===== config.mk =====
export PLATFORM = sky130hd
export DESIGN_NAME = block_state_mem
export DESIGN_NICKNAME = d
export VERILOG_FILES = /design/src/rtl/breakout_pkg.sv /design/src/rtl/block_state_mem.sv
export SDC_FILE = /design/constraint.sdc
export NUM_CORES = 1
export LEC_CHECK = 0
export BUFFER_PORTS_ARGS = -buffer_cell sky130_fd_sc_hd__buf_2
export CAP_MARGIN = 20
export CORE_MARGIN = 3
export CORE_UTILIZATION = 60
export CTS_CLUSTER_SIZE = 20
export DETAILED_ROUTE_END_ITERATION = 6
export GPL_ROUTABILITY_DRIVEN = 0
export MAX_ROUTING_LAYER = met4
export PLACE_DENSITY_LB_ADDON = 0.3
export SYNTH_ARGS = -nofsm -noshare
export SYNTH_HDL_FRONTEND = slang
export SYNTH_SLANG_ARGS = --single-unit
export TNS_END_PERCENT = 10

===== constraint.sdc =====
create_clock -name clk -period 5.1 [get_ports clk]
set_clock_uncertainty 0.2 [all_clocks]
set_input_delay 1.02 -clock clk [delete_from_list [all_inputs] [get_ports clk]]
set_output_delay 1.02 -clock clk [all_outputs]
set_load 0.005 [all_outputs]

===== src/rtl/breakout_pkg.sv =====
// Shared constants, index widths and hit-handshake state encoding for the
// breakout block-state storage.
package breakout_pkg;

    localparam int BLOCKS_PER_ROW = 13;
    localparam int NUM_ROWS       = 16;
    localparam int ROW_W          = 4;
    localparam int COL_W          = 4;

    typedef enum logic [1:0] {
        HIT_IDLE    = 2'd0,
        HIT_CHECK   = 2'd1,
        HIT_ACK     = 2'd2,
        HIT_WAITLOW = 2'd3
    } hit_state_e;

    // Limits a requested fill row count to the number of rows that exist.
    function automatic logic [4:0] clamp_rows(input logic [4:0] req, input logic [4:0] max_rows);
        if (req > max_rows) begin
            clamp_rows = max_rows;
        end else begin
            clamp_rows = req;
        end
    endfunction

endpackage


===== src/rtl/block_state_mem.sv =====
// Breakout block presence storage: per-row display scan, level loading,
// four-phase hit handshake and live block counter.
module block_state_mem
    import breakout_pkg::*;
#(
    parameter int BLOCKS_PER_ROW = breakout_pkg::BLOCKS_PER_ROW,
    parameter int NUM_ROWS       = breakout_pkg::NUM_ROWS
) (
    input  logic                      clk,
    input  logic                      rst,
    input  logic                      new_frame,
    input  logic                      go_next_line,
    output logic [BLOCKS_PER_ROW-1:0] block_line_state,
    input  logic                      level_load,
    input  logic [4:0]                level_rows,
    input  logic                      hit_req,
    input  logic [ROW_W-1:0]          hit_row,
    input  logic [COL_W-1:0]          hit_col,
    output logic                      hit_ack,
    output logic                      hit_was_present,
    output logic [7:0]                blocks_remaining,
    output logic                      level_clear
);

    localparam logic [ROW_W-1:0] LAST_ROW = ROW_W'(NUM_ROWS - 1);

    logic [BLOCKS_PER_ROW-1:0] rows_r [NUM_ROWS];
    logic [BLOCKS_PER_ROW-1:0] rows_s [NUM_ROWS];
    logic [ROW_W-1:0]          ptr_r;
    logic [ROW_W-1:0]          ptr_s;
    logic                      done_r;
    logic                      done_s;
    logic                      loaded_r;
    logic                      loaded_s;
    logic [7:0]                count_s;
    logic [4:0]                fill_rows_s;
    logic [BLOCKS_PER_ROW-1:0] row_word_s;
    logic [BLOCKS_PER_ROW-1:0] shifted_s;
    logic                      present_s;
    logic                      clear_s;
    hit_state_e                state_r;
    logic [ROW_W-1:0]          hit_row_r;
    logic [COL_W-1:0]          hit_col_r;

    // Next storage, counter and scan pointer; a level load beats any pending clear.
    always_comb begin
        fill_rows_s = clamp_rows(level_rows, 5'(NUM_ROWS));
        row_word_s  = rows_r[hit_row_r];
        shifted_s   = row_word_s >> hit_col_r;
        present_s   = (hit_col_r < COL_W'(BLOCKS_PER_ROW)) && shifted_s[0];
        clear_s     = (state_r == HIT_CHECK) && !level_load && present_s;
        rows_s      = rows_r;
        count_s     = blocks_remaining;
        loaded_s    = loaded_r;

        if (level_load) begin
            for (int i = 0; i < NUM_ROWS; i++) begin
                rows_s[i] = (5'(i) < fill_rows_s) ? {BLOCKS_PER_ROW{1'b1}} : {BLOCKS_PER_ROW{1'b0}};
            end
            count_s  = 8'(fill_rows_s) * 8'(BLOCKS_PER_ROW);
            loaded_s = (fill_rows_s != 5'd0);
        end else if (clear_s) begin
            rows_s[hit_row_r] = row_word_s & ~({{(BLOCKS_PER_ROW-1){1'b0}}, 1'b1} << hit_col_r);
            if (blocks_remaining != 8'd0) begin
                count_s = blocks_remaining - 8'd1;
            end else begin
                count_s = blocks_remaining;
            end
        end else begin
            count_s = blocks_remaining;
        end

        if (new_frame) begin
            ptr_s  = {ROW_W{1'b0}};
            done_s = 1'b0;
        end else if (go_next_line && !done_r) begin
            if (ptr_r == LAST_ROW) begin
                ptr_s  = ptr_r;
                done_s = 1'b1;
            end else begin
                ptr_s  = ptr_r + {{(ROW_W-1){1'b0}}, 1'b1};
                done_s = 1'b0;
            end
        end else begin
            ptr_s  = ptr_r;
            done_s = done_r;
        end
    end

    // Storage, pointer and count registers; display word follows next-state so it never lags a change.
    always_ff @(posedge clk) begin
        if (rst) begin
            for (int i = 0; i < NUM_ROWS; i++) begin
                rows_r[i] <= {BLOCKS_PER_ROW{1'b0}};
            end
            ptr_r            <= {ROW_W{1'b0}};
            done_r           <= 1'b0;
            loaded_r         <= 1'b0;
            blocks_remaining <= 8'd0;
            block_line_state <= {BLOCKS_PER_ROW{1'b0}};
            level_clear      <= 1'b0;
        end else begin
            rows_r           <= rows_s;
            ptr_r            <= ptr_s;
            done_r           <= done_s;
            loaded_r         <= loaded_s;
            blocks_remaining <= count_s;
            block_line_state <= done_s ? {BLOCKS_PER_ROW{1'b0}} : rows_s[ptr_s];
            level_clear      <= loaded_s && (count_s == 8'd0);
        end
    end

    // Hit handshake FSM; a level load during CHECK/ACK drops back to IDLE so a held request is re-checked.
    always_ff @(posedge clk) begin
        if (rst) begin
            state_r         <= HIT_IDLE;
            hit_row_r       <= {ROW_W{1'b0}};
            hit_col_r       <= {COL_W{1'b0}};
            hit_ack         <= 1'b0;
            hit_was_present <= 1'b0;
        end else begin
            hit_ack         <= 1'b0;
            hit_was_present <= 1'b0;
            case (state_r)
                HIT_IDLE: begin
                    if (hit_req) begin
                        hit_row_r <= hit_row;
                        hit_col_r <= hit_col;
                        state_r   <= HIT_CHECK;
                    end else begin
                        state_r   <= HIT_IDLE;
                    end
                end
                HIT_CHECK: begin
                    if (level_load) begin
                        state_r <= HIT_IDLE;
                    end else begin
                        hit_ack         <= 1'b1;
                        hit_was_present <= present_s;
                        state_r         <= HIT_ACK;
                    end
                end
                HIT_ACK: begin
                    if (level_load) begin
                        state_r <= HIT_IDLE;
                    end else begin
                        state_r <= HIT_WAITLOW;
                    end
                end
                HIT_WAITLOW: begin
                    if (!hit_req) begin
                        state_r <= HIT_IDLE;
                    end else begin
                        state_r <= HIT_WAITLOW;
                    end
                end
                default: begin
                    state_r <= HIT_IDLE;
                end
            endcase
        end
    end

endmodule


After elaboration in Yosys (flattened, before gate mapping) --
Cells that the tools add are included.
Storage, ports and cells: flip-flop bits (word level) 248, input bits 19, output and inout bits 24
Operators by class: add/sub/neg operators 2, multiply operators 1, $lt $le $gt $ge 21, equal/unequal tests 4, shift operators 2, multiplexer cells 44, bitwise logic cells 5, reductions and logical operators 16
Operators with widths (number):
- 2-to-1 mux 208 bit | 2
- 2-to-1 mux 13 bit | 21
- bitwise mux 208 bit | 1
- binary-select mux 13 bit (select 4 bit) | 2
- demux 13 bit (select 4 bit) | 1
- < comparator 4 x 5 -> 1 bit (first input constant) | 8
- 2-to-1 mux 8 bit | 3
- < comparator 3 x 5 -> 1 bit (first input constant) | 4
- AND 13 bit | 1
- NOT 13 bit | 1
- left shift 1 x 4 -> 13 bit (first input constant) | 1
- >> shifter 13 x 4 -> 1 bit | 1
- 2-to-1 mux 4 bit | 3
- greater-or-equal comparator 5 bit (second input constant) | 2
- < comparator 1 x 5 -> 1 bit (first input constant) | 2
- < comparator 2 x 5 -> 1 bit (first input constant) | 2
- NOT 4 -> 5 bit | 2
- logical NOT 8 bit | 1
- multiplier 5 x 4 -> 8 bit (second input constant) | 1
- case mux 2 bit (4 select lines) | 1
- nonzero test 8 bit | 1
- subtractor 8 x 1 -> 8 bit (second input constant) | 1
- logical AND 1 bit | 6
- 2-to-1 mux 1 bit | 6
- 16 further kinds | 21

Depth between registers and ports, before layout --
word-level depth 12, gate-level depth with buffers 19, depth with buffers taken out 15

Least setup slack after synthesis --
No wires, ideal clock.
kind input to register, start input level_rows[4], end register level_clear, library setup time 116 ps, data arrival time 3752 ps, path slack 1031 ps, stages 16, buffers on the path 1, path through clkbuf_1 nor2b_1 inv_1 ha_1 inv_1 fa_1 inv_1 fa_1 inv_1 a21o_1 a21oi_1 xnor2_1 nand2_1 o21ai_0 and2_1 and4_1
On the way: longest elaborated chain between the ends 6
Ends and longest elaborated chain:
- start, declared | RTL line block_state_mem.sv:15 | input logic [4:0] level_rows,
- > comparator 5 bit | RTL line breakout_pkg.sv:19 | if (req > max_rows) begin
- 2-to-1 mux 5 bit (*) | RTL line breakout_pkg.sv:19
- multiplier 5 x 4 -> 8 bit | RTL line block_state_mem.sv:60 | count_s = 8'(fill_rows_s) * 8'(BLOCKS_PER_ROW);
- 2-to-1 mux 8 bit | RTL line block_state_mem.sv:56 | if (level_load) begin
- logical NOT 8 bit | RTL line block_state_mem.sv:109 | level_clear <= loaded_s && (count_s == 8'd0);
- logical AND 1 bit (*) | RTL line block_state_mem.sv:109
- end signal, assigned | RTL line block_state_mem.sv:109
- end, declared | RTL line block_state_mem.sv:22 | output logic level_clear
Mark *: on every way between the ends. The rest lies on a longest branch, timed or not. A chain may end at the register's enable or synchronous reset.

Final worst setup path --
start register hit_row_r[3], end register block_line_state[8]
On the way: longest elaborated chain between the ends 12
Ends and longest elaborated chain:
- start, declared | RTL line block_state_mem.sv:42 | logic [ROW_W-1:0] hit_row_r;
- start signal, assigned | RTL line block_state_mem.sv:117 | hit_row_r <= {ROW_W{1'b0}};
- start signal, assigned | RTL line block_state_mem.sv:127 | hit_row_r <= hit_row;
- NOT 4 -> 5 bit (*) | RTL line block_state_mem.sv:48, block_state_mem.sv:63
- binary-select mux 13 bit (select 4 bit) | RTL line block_state_mem.sv:48 | row_word_s = rows_r[hit_row_r];
- 2-to-1 mux 13 bit (implied by the code) (2 in series) | RTL line block_state_mem.sv:48
- >> shifter 13 x 4 -> 1 bit | RTL line block_state_mem.sv:49 | shifted_s = row_word_s >> hit_col_r;
- logical AND 1 bit | RTL line block_state_mem.sv:50 | present_s = (hit_col_r < COL_W'(BLOCKS_PER_ROW)) && shifted_s[0];
- logical AND 1 bit | RTL line block_state_mem.sv:51 | clear_s = (state_r == HIT_CHECK) && !level_load && present_s;
- 2-to-1 mux 208 bit (*) | RTL line block_state_mem.sv:62 | end else if (clear_s) begin
- 2-to-1 mux 208 bit (*) | RTL line block_state_mem.sv:56
- binary-select mux 13 bit (select 4 bit) (*) | RTL line block_state_mem.sv:108 | block_line_state <= done_s ? {BLOCKS_PER_ROW{1'b0}} : rows_s[ptr_s];
- 2-to-1 mux 13 bit (implied by the code) (*) (2 in series) | RTL line block_state_mem.sv:108
- end signal, assigned | RTL line block_state_mem.sv:100 | block_line_state <= {BLOCKS_PER_ROW{1'b0}};
- end signal, assigned | RTL line block_state_mem.sv:108
- end, declared | RTL line block_state_mem.sv:13 | output logic [BLOCKS_PER_ROW-1:0] block_line_state,
Mark *: on every way between the ends. The rest lies on a longest branch, timed or not. The select of a mux whose other input is x is not followed.

==> results.json <==
{
  "status": "finished with violations",
  "violations": "design-rule violations",
  "synth_edf_count": 0,
  "routedWlPerCell_um": 26.6,
  "synth-simple-area-share": 0.214,
  "holdBufCountCts": 0,
  "placed_cell_area_um2": 16100,
  "chipWidth_um": 167,
  "cts_root_buf": "clkbuf_16",
  "hpwl_um": 41600,
  "cp_max_fo": 16,
  "syn_inst": 1908,
  "critPathKind": "register to register",
  "min-delay-path-class": "register to register",
  "synth_top_family_by_area": "simple AND/OR/NAND/NOR gates",
  "grt_pass1_wl_um": 90800,
  "critPathCapture": "block_line_state[8]$_SDFF_PP0_",
  "end_kind": "register",
  "leakage_nw": 7.00,
  "ys_seq_area_frac": 0.320,
  "synthFlopType": "dfxtp_1",
  "grt_use_met1": 0.516,
  "finalHoldViolCount": 0,
  "cp.arrival_ns": 5.21,
  "wirelength_um": 60300,
  "drive_above_1_share": 0.143,
  "first_global_vias": 15400,
  "synth_xor_area_frac": 0.00395,
  "core-area_um2": 25300,
  "grt_use_met2": 0.601,
  "r2r_cells": 14,
  "use_met3": 0.136,
  "busiest_layer": "met2",
  "grt_overflow": 0,
  "numCtsBuffers": 28,
  "synthTopCellsByArea": "dfxtp_1 (32%), mux2i_1 (12%), nor2_1 (8.9%)",
  "worst_path_max_delay_cell": "dfxtp_2",
  "power_mw": 5.62,
  "post-route-period-util": 0.974,
  "clock_latency_ns": 0.56,
  "drtPass1Iterations": 7,
  "antenna_found_initial": 0,
  "synthMuxAreaShare": 0.186,
  "syn_area_um2": 15500,
  "reg2reg_setup_slack_ns": 0.13,
  "area_growth_pct": 9.95,
  "stdcell_count": 2264,
  "ir_drop_uv": 303,
  "p_per_area_nw_per_um2": 329,
  "layout.nets": 1955,
  "vias": 16300,
  "synth_nets": 1950,
  "num_antenna_cells": 0,
  "synth.top_cell.area_share": 0.320,
  "yosysMostFrequentCell": "nor2_1",
  "fillers": 2106,
  "cts_tree": "done",
  "maxCapViolCount": 0,
  "cts.sinks": 248,
  "min_period_ns": 4.97,
  "htreeDepth": 1,
  "synth_largest_area_cell": "dfxtp_1",
  "start_util": 0.613,
  "crit_path_start": "hit_row_r[3]$_SDFFE_PP0P_",
  "grtUsageTotal": 0.426,
  "slew_viol_final": 0,
  "clkTransAtPathRegs_ns": 0.07,
  "drc_errors": 18,
  "max_slew_margin": 0.279,
  "crit-reg2reg-launch": "hit_row_r[3]$_SDFFE_PP0P_",
  "route.antenna.remaining_nets": 0,
  "finalSetupViolCount": 0,
  "r2r_end": "block_line_state[8]$_SDFF_PP0_",
  "startpoint_type": "register",
  "ys_types": 82,
  "ys_ff_latch": 248,
  "setup_tns_ns": 0,
  "port_buffers": 42,
  "yosysWarnings": 0,
  "cts_buffer_depth": 3,
  "row_count": 58,
  "synth_commonest_cells": "nor2_1 (369), dfxtp_1 (248), mux2i_1 (184)",
  "post_cts_resize_count": 0,
  "hp-start": "hit_col_r[0]$_SDFFE_PP0P_",
  "post-route-cell-area_um2": 17100,
  "cts_setup_buffers": 0,
  "rsz0062_at_grt": "no",
  "crit_chain": "buf_4, mux4_2, mux2i_1, o32ai_1, o31ai_1, a31oi_2, buf_4, and3_1, and2_1, mux2i_1, a211oi_1, a211oi_1, a21oi_1, or2_1",
  "synthAdderAreaFrac": 0.0195,
  "worstPathRequired_ns": 5.34,
  "dpl.cell_count": 2212,
  "worst_pin_slew_ns": 1.08,
  "viasPerCell": 7.19,
  "drt-initial-drc-count": 2768,
  "grt_max_degree": 89,
  "holdPathStages": 2,
  "critPathMaxStageDelay_ns": 0.63,
  "synth.avg_cell_area_um2": 8.14,
  "fmax_mhz": 201,
  "synthArstFlopShare": 0,
  "die_h_um": 167,
  "synth_compound_area_frac": 0.200,
  "die_area_um2": 27900,
  "ioPinCount": 43
}
==> layer usage <==
metal / vias to the layer above / routed length [um]
met5: - / 0
met4: 0 / 5720
met3: 445 / 9670
met2: 1476 / 24500
met1: 7475 / 20500
li1: 6876 / -
==> power by group <==
group          leakage [nW]  total (mW)  internal, mW  switching (mW)
Combinational          4.47        1.34         0.485           0.859
Clock                 0.465        2.07          1.23           0.846
Sequential             2.06        2.20          2.09           0.115
Total                  7.00        5.62          3.80            1.82
==> worst min path at each step <==
stage | endpoint | slack, ns
floorplan | loaded_r$_SDFF_PP0_ | 0.26
finish | hit_col_r[0]$_SDFFE_PP0P_ | 0.30
global route | hit_col_r[0]$_SDFFE_PP0P_ | 0.36
global placement | hit_col_r[0]$_SDFFE_PP0P_ | 0.28
detailed placement | hit_col_r[0]$_SDFFE_PP0P_ | 0.29
CTS | hit_col_r[0]$_SDFFE_PP0P_ | 0.30
==> critical path: cells and delay by family (launching register included) <==
kind / cells / cell delay [ns]
flops: 1 / 0.63
compound gates: 6 / 1.48
mux: 3 / 0.97
simple gates: 3 / 0.95
buf+inv: 2 / 0.61
==> kinds of logic (layout without fill, tap and decap cells) <==
| family | count (synthesis) | in the layout |
|---|---|---|
| buf+inv | 183 | 209 |
| fa+ha+maj | 23 | 23 |
| compound gates | 478 | 478 |
| flops | 248 | 248 |
| mux | 249 | 249 |
| simple gates | 720 | 720 |
| xor+xnor | 7 | 7 |
==> stage by stage <==
stage	setup slack, ns	hold WS, ns	util
final	0.132	0.299	0.675
after global routing	0.0896	0.357	0.675
after CTS	0.284	0.302	0.674
after detailed placement	0.273	0.288	0.637
after global placement	0.353	0.282	0.637
after floorplan	1.03	0.255	-
==> state kept, by name, indices dropped and copies added, names as in the netlist <==
signal and count:
hit_ack 1, done_r 1, hit_col_r 4, blocks_remaining 8, hit_was_present 1, level_clear 1
rows_r 208, loaded_r 1, hit_row_r 4, block_line_state 13, ptr_r 4, state_r 2
==> final cells by class <==
type | count | area (um2) | share of cell area
inverters | 20 | 75.1 | 0.00439
clock buffers | 42 | 835 | 0.0489
well taps | 330 | 413 | 0.0242
repair buffers | 138 | 981 | 0.0574
multi-input cells | 1477 | 9710 | 0.568
flip-flops and latches | 248 | 4970 | 0.291
clock inverters | 9 | 98.8 | 0.00579
==> cell usage in the layout (no fill, tap or decap), types with 22 or more instances in the layout <==
cell / instances
a22oi_1: 25
dfxtp_1: 246
nor2_1: 369
a31oi_1: 30
nand2_1: 122
nor2b_1: 50
nor3_1: 27
mux2i_1: 184
buf_4: 93
clkbuf_16: 29
buf_2: 40
a21oi_1: 174
a221oi_1: 27
o21ai_0: 59
nand3_1: 27
mux4_2: 28
mux2_2: 37
o21a_1: 22
and3_1: 25
Power figures use the tool's default switching activity.
